### src/rtl/flag_register_unit_pkg.sv
// Shared opcode encodings, flag bit positions and the per-opcode flag write mask.
package flag_register_unit_pkg;

  localparam int unsigned OPC_W = 4;

  localparam logic [OPC_W-1:0] OP_ADD = 4'b0000;
  localparam logic [OPC_W-1:0] OP_SUB = 4'b0001;
  localparam logic [OPC_W-1:0] OP_XOR = 4'b0010;
  localparam logic [OPC_W-1:0] OP_AND = 4'b0011;
  localparam logic [OPC_W-1:0] OP_SLL = 4'b0100;
  localparam logic [OPC_W-1:0] OP_SRA = 4'b0101;
  localparam logic [OPC_W-1:0] OP_ROR = 4'b0110;
  localparam logic [OPC_W-1:0] OP_LW  = 4'b0111;
  localparam logic [OPC_W-1:0] OP_SW  = 4'b1000;
  localparam logic [OPC_W-1:0] OP_LI  = 4'b1001;
  localparam logic [OPC_W-1:0] OP_B   = 4'b1010;
  localparam logic [OPC_W-1:0] OP_BR  = 4'b1011;
  localparam logic [OPC_W-1:0] OP_HLT = 4'b1111;

  localparam int unsigned FLAG_Z = 2;
  localparam int unsigned FLAG_V = 1;
  localparam int unsigned FLAG_N = 0;

  localparam logic [2:0] CCC_UNCOND = 3'b111;

  // Write mask in {Z,V,N} order; zero means the opcode leaves the flags alone.
  function automatic logic [2:0] op_flag_mask(input logic [OPC_W-1:0] opcode);
    case (opcode)
      OP_ADD, OP_SUB:         op_flag_mask = 3'b111;
      OP_XOR, OP_SLL,
      OP_SRA, OP_ROR:         op_flag_mask = 3'b100;
      default:                op_flag_mask = 3'b000;
    endcase
  endfunction

endpackage

### src/rtl/flag_register_unit_calc.sv
// Combinational Z/V/N derivation from an ALU result and its overflow bit.
module flag_calc
  import flag_register_unit_pkg::*;
#(
  parameter int unsigned DATA_W = 16
) (
  input  logic [DATA_W-1:0] alu_result,
  input  logic              alu_ovfl,
  output logic [2:0]        zvn
);

  always_comb begin
    zvn         = 3'b000;
    zvn[FLAG_Z] = (alu_result == '0);
    zvn[FLAG_V] = alu_ovfl;
    zvn[FLAG_N] = alu_result[DATA_W-1];
  end

endmodule

### src/rtl/flag_register_unit.sv
// Condition flag producer: EX capture into a pending stage, masked commit to the
// architectural flags, newest-flags bypass and branch-on-flags hazard detect.
module flag_register_unit
  import flag_register_unit_pkg::*;
#(
  parameter int unsigned DATA_W = 16,
  parameter int unsigned OP_W   = 4
) (
  input  logic              clk,
  input  logic              rst,
  input  logic              ex_valid,
  input  logic [OP_W-1:0]   ex_opcode,
  input  logic [DATA_W-1:0] alu_result,
  input  logic              alu_ovfl,
  input  logic              stall,
  input  logic              flush,
  input  logic              id_is_branch,
  input  logic [2:0]        id_ccc,
  output logic [2:0]        flags,
  output logic [2:0]        flags_fwd,
  output logic              flag_hazard
);

  logic [2:0] flags_q, flags_d;
  logic       pend_valid_q, pend_valid_d;
  logic [2:0] pend_mask_q, pend_mask_d;
  logic [2:0] pend_val_q, pend_val_d;

  logic [2:0] ex_zvn;
  logic [2:0] ex_mask;
  logic       ex_sets;
  logic       capture;
  logic       commit;

  flag_calc #(.DATA_W(DATA_W)) u_flag_calc (
    .alu_result (alu_result),
    .alu_ovfl   (alu_ovfl),
    .zvn        (ex_zvn)
  );

  assign ex_mask = op_flag_mask(ex_opcode);
  assign ex_sets = ex_valid && (ex_mask != 3'b000);
  assign capture = ex_sets && !stall && !flush;
  // Flush drops the pending update rather than retiring it.
  assign commit  = pend_valid_q && !stall && !flush;

  always_comb begin
    flags_d      = flags_q;
    pend_valid_d = pend_valid_q;
    pend_mask_d  = pend_mask_q;
    pend_val_d   = pend_val_q;

    if (commit) begin
      flags_d = (flags_q & ~pend_mask_q) | (pend_val_q & pend_mask_q);
    end

    if (flush) begin
      pend_valid_d = 1'b0;
      pend_mask_d  = 3'b000;
    end else if (!stall) begin
      pend_valid_d = capture;
      if (capture) begin
        pend_mask_d = ex_mask;
        pend_val_d  = ex_zvn;
      end
    end
  end

  always_ff @(posedge clk) begin
    if (rst) begin
      flags_q      <= 3'b000;
      pend_valid_q <= 1'b0;
      pend_mask_q  <= 3'b000;
      pend_val_q   <= 3'b000;
    end else begin
      flags_q      <= flags_d;
      pend_valid_q <= pend_valid_d;
      pend_mask_q  <= pend_mask_d;
      pend_val_q   <= pend_val_d;
    end
  end

  always_comb begin
    flags_fwd = flags_q;
    for (int i = 0; i < 3; i++) begin
      if (pend_valid_q && pend_mask_q[i]) flags_fwd[i] = pend_val_q[i];
    end
  end

  assign flags       = flags_q;
  assign flag_hazard = id_is_branch && (id_ccc != CCC_UNCOND) && ex_sets && !flush;

endmodule

### config.mk
export PLATFORM = sky130hd
export DESIGN_NAME = flag_register_unit
export DESIGN_NICKNAME = d
export VERILOG_FILES = /design/src/rtl/flag_register_unit_pkg.sv /design/src/rtl/flag_register_unit_calc.sv /design/src/rtl/flag_register_unit.sv
export SDC_FILE = /design/constraint.sdc
export NUM_CORES = 1
export LEC_CHECK = 0
export ABC_AREA = 1
export CAP_MARGIN = 5
export CORE_MARGIN = 2
export CORE_UTILIZATION = 34
export DETAILED_ROUTE_END_ITERATION = 8
export PLACE_DENSITY = 0.76
export SKIP_CTS_REPAIR_TIMING = 1
export SLEW_MARGIN = 40
export SYNTH_ARGS = -nofsm -noshare
export SYNTH_HDL_FRONTEND = slang
export SYNTH_HIERARCHICAL = 1
export SYNTH_SLANG_ARGS = --single-unit
### constraint.sdc
create_clock -name clk -period 1.1 [get_ports clk]
set_clock_uncertainty 0.1 [all_clocks]
set_input_delay 0.275 -clock clk [delete_from_list [all_inputs] [get_ports clk]]
set_output_delay 0.275 -clock clk [all_outputs]
set_load 0.01 [all_outputs]
## Yosys cells after proc, flatten, opt, wreduce, memory -nomap -nowiden

Index checks and enable logic that the tools add are counted.

| operators by class | value |
|---|---|
| reductions and logical operators | 21 |
| muxes and demuxes | 4 |
| equal/unequal tests | 6 |
| bitwise gates (word level) | 6 |

Operators by type and width:

| cell | count |
|---|---|
| 16-bit zero test | 1 |
| 4-bit by 3-bit == test with 1-bit output (second input constant) | 3 |
| 1-bit logical AND | 11 |
| 3-bit bitwise AND | 2 |
| 3-bit case mux with 2 select lines | 1 |
| 4-bit by 1-bit == test with 1-bit output (second input constant) | 1 |
| 4-bit by 2-bit == test with 1-bit output (second input constant) | 1 |
| 4-bit zero test | 1 |
| 2-bit OR reduction | 2 |
| 4-bit OR reduction | 1 |
| 1-bit 2-to-1 mux | 3 |
| 3-bit != test (second input constant) | 1 |
| 3-bit inverter | 1 |
| 3-bit OR | 1 |
| 3-bit AND reduction | 1 |
| 3-bit nonzero test | 1 |
| 1-bit zero test | 2 |
| 1-bit inverter | 2 |
| 2-bit AND reduction | 1 |

| storage, ports and cells | value |
|---|---|
| register bits after elaboration | 10 |
| output and inout bits | 7 |
| logic and storage cells | 41 |

## Logic depth before layout (Yosys ltp)

| depth | value |
|---|---|
| word-level depth | 8 |
| mapped depth | 7 |
| gate-level depth less buffers | 7 |

## By module

Netlist, hierarchy kept.

By module, submodules not included:

| module | instances | area an instance (µm²) | cells an instance |
|---|---|---|---|
| flag_register_unit | 1 | 442.9 | 64 |
| flag_calc | 1 | 118.9 | 29 |

## Worst setup path before layout

OpenSTA, ideal clock, no wires.

| timing path | value |
|---|---|
| kind | reg-to-output |
| start | reg pend_valid_q |
| end | out flags_fwd[0] |
| arrival time | 0.805 ns |
| path buffers | 0 |
| slack | -0.080 ns |
| cell stages (with the launch flop) | 3 |
| cells stage by stage | dfxtp_1 > nand2_1 > o21ai_0 |

| between the ends | value |
|---|---|
| word-level cells in the longest chain between the ends | 2 |

RTL lines:

| item | RTL line | text |
|---|---|---|
| start: declaration | flag_register_unit.sv:25 | `logic pend_valid_q, pend_valid_d;` |
| start signal: assignment | flag_register_unit.sv:77 | `pend_valid_q <= pend_valid_d;` |
| 1-bit logical AND | flag_register_unit.sv:86 | `if (pend_valid_q && pend_mask_q[i]) flags_fwd[i] = pend_val_q[i];` |
| 1-bit 2-to-1 mux | flag_register_unit.sv:86 |  |
| end: declaration | flag_register_unit.sv:20 | `output logic [2:0] flags_fwd,` |

Every way passes these cells.

## Final worst setup path

| timing path | value |
|---|---|
| start | reg pend_valid_q |
| end | out flags_fwd[1] |

The elaborated chain is that of the path after synthesis.

==> results.py <==
metrics = {
    "layout": {
        "layout-drive-gt1-share": 0.301,
        "fin_area_mm2": 0.00112,
        "final_nets": 177,
        "finalNonFillerCells": 162,
        "antenna_cells": 0,
        "syn_to_final_growth_pct": 98.7,
        "n_fill_cell": 133,
    },
    "yosys": {
        "avgSynthCellArea_um2": 6.04,
        "yosys-top-cells-count": "nand2_1, inv_1, nor2_1",
        "synth_cells": 93,
        "synth_nets": 123,
        "synth_top_area_cell": "dfxtp_1",
        "synth_most_common_cell": "nand2_1",
        "async_flop_share": 0,
        "synth-edff-count": 0,
        "synth-seq-cells": 9,
        "yosysUniqueCellTypes": 16,
        "ys.flop_type": "dfxtp_1",
        "ys_seq_area_frac": 0.321,
        "synth_area_leaders": "dfxtp_1, nand2_1, inv_1, nor2_1, nor2_4",
        "synth_top_area_share": 0.321,
        "syn-cell-area_um2": 562,
        "yosysWarnings": 6,
    },
    "power_and_ir_drop": {
        "leakagePower_uw": 0.000689,
        "peakVddDrop_mv": 0.526,
        "pwr_density_cell_mw_per_mm2": 680,
    },
    "worst_setup_path": {
        "worstSetupStartpointType": "flip-flop",
        "r2r_cells": 4,
        "startpoint": "pend_valid_q$_SDFFE_PP0N_",
        "worstSetupPathType": "flip-flop to output pin",
        "critPathMaxFanout": 7,
        "crit_end": "flags_fwd[1]",
        "required_ps": 720,
        "cp-end-kind": "output pin",
        "r2r_slack_ps": 210,
        "cp.arrival_ps": 990,
    },
    "cts": {
        "cts_buffers": 3,
        "root_buffer": "clkbuf_4",
        "cts_tree": "yes",
        "clock_sinks": 9,
        "htreeDepth": 1,
        "path_clk_slew_ps": 60,
        "clk_path_buf_depth": 2,
        "clk_latency_ps": 260,
    },
    "routing": {
        "wire_per_inst_um": 9.43,
        "drt_wl_total_um": 1530,
        "drtIter0Drc": 8,
        "dr.pass1.iters": 4,
        "vias": 727,
        "drc": 0,
        "wl_met3_um": 147,
        "routed.top_layer": "met3",
        "ant_nets": 0,
        "wl_met2_um": 771,
        "drt-met1-wl_um": 609,
        "vias_per_cell": 4.49,
    },
    "placement": {
        "place_area_mm2": 0.00101,
        "place_hpwl_um": 1150,
        "dp_cells": 154,
        "port_buffers": 36,
        "gp_congestion": 0.682,
    },
    "floorplanning": {
        "io_pins": 37,
        "coreArea_mm2": 0.00152,
        "start_util": 0.369,
        "die_area_mm2": 0.00199,
        "die_w_um": 44.7,
        "dieHeight_um": 44.7,
        "num_rows": 14,
    },
    "global_route": {
        "grt_first_pass_wirelength_um": 2290,
        "antenna_found_initial": 0,
        "grt_util_all_layers": 0.152,
        "grt_max_degree": 11,
        "grt_pass1_vias": 684,
        "grt-ovfl-total": 0,
    },
    "timing": {
        "hold_violations": 0,
        "maxSlewHeadroom": 0.853,
        "setup_ws_ps": -262,
        "tightest_slew_ps": 220,
        "fin_crit_sh": 1.24,
        "fmax_ghz": 0.734,
        "slew_violations": 0,
        "fin_crit_ps": 1360,
        "setup_viol": 7,
        "rsz0062_at_grt": "yes",
    },
    "hold_path": {
        "hold_path_depth": 4,
        "min_path_type": "input pin to flip-flop",
    },
    "run": {
        "cap_violations": 0,
    },
    "status": {
        "status": "finished with violations",
        "violations": "negative setup slack",
    },
}
## placed cells by master, fill, tap and decap left out, drive strengths merged
cell type,Yosys,routed
inv,21,21
nand2,22,22
and2,1,1
nor2,22,22
dfxtp,9,9
clkbuf,0,8
dlymetal6s2s,0,18
nand3,4,5
a21oi,4,4
buf,2,22
a31oi,1,1
o21ai,4,4
nor3,1,1
nand4,2,2
clkdlybuf4s50,0,6
## worst max-delay path: stages (launching register included)
cell and delay [ps]:
dfxtp_4 390, nand2_2 80, o21ai_1 120, buf_2 150
## cells by family (layout without fill, tap and decap cells)
logic type	count (synthesis)	in the layout	synth area share
and+or+nand+nor	52	53	0.430
buffers and inverters	23	75	0.167
DFF	9	9	0.321
AOI/OAI and AO/OA	9	9	0.0824
## how the worst min path moves through the flow
stage / to / slack [ps] / startpoint
after floorplan: flip-flop / 240 / rst
after global placement: flip-flop / 380 / pend_val_q[2]$_SDFFE_PP0P_
after detailed placement: flip-flop / 380 / pend_val_q[2]$_SDFFE_PP0P_
after CTS: flip-flop / 390 / pend_val_q[2]$_SDFFE_PP0P_
after global routing: pend_mask_q[1]$_SDFFE_PP0P_ / 240 / ex_opcode[1]
final: pend_mask_q[1]$_SDFFE_PP0P_ / 230 / ex_opcode[1]
## layer usage
layer / up-vias / global-route usage
li1: 385 / -
met1: 304 / 0.151
met2: 38 / 0.296
met3: 0 / 0.0367
met4: 0 / 0.0545
met5: - / 0
## per-stage QoR
step / setup slack [ps] / TNS [ps] / utilization / power (µW) / hold slack, ps
floorplan: -9.95 / -19.9 / - / 393 / 244
global placement: -839 / -6640 / 0.663 / 520 / 376
detailed placement: -852 / -6730 / 0.663 / 522 / 384
CTS: -855 / -6080 / 0.680 / 774 / 391
global route: -318 / -1350 / 0.732 / 803 / 239
finish: -262 / -1070 / 0.732 / 759 / 226
## report_power, final
part | switching, µW | total [µW] | internal (µW) | leakage (µW)
combinational | 64.7 | 177 | 112 | 0.000597
sequential | 3.48 | 332 | 328 | 0.0000761
clock | 110 | 250 | 139 | 0.0000150
total | 179 | 759 | 580 | 0.000689
## area by class of cell
class | instances | area (µm²) | share of cell area
repair buffers | 50 | 487 | 0.436
flip-flops and latches | 9 | 190 | 0.170
multi-input cells | 62 | 314 | 0.281
well taps | 16 | 20.0 | 0.0179
inverters | 21 | 78.8 | 0.0706
clock buffers | 4 | 26.3 | 0.0235
No activity file was read; power rests on OpenSTA's default activity.
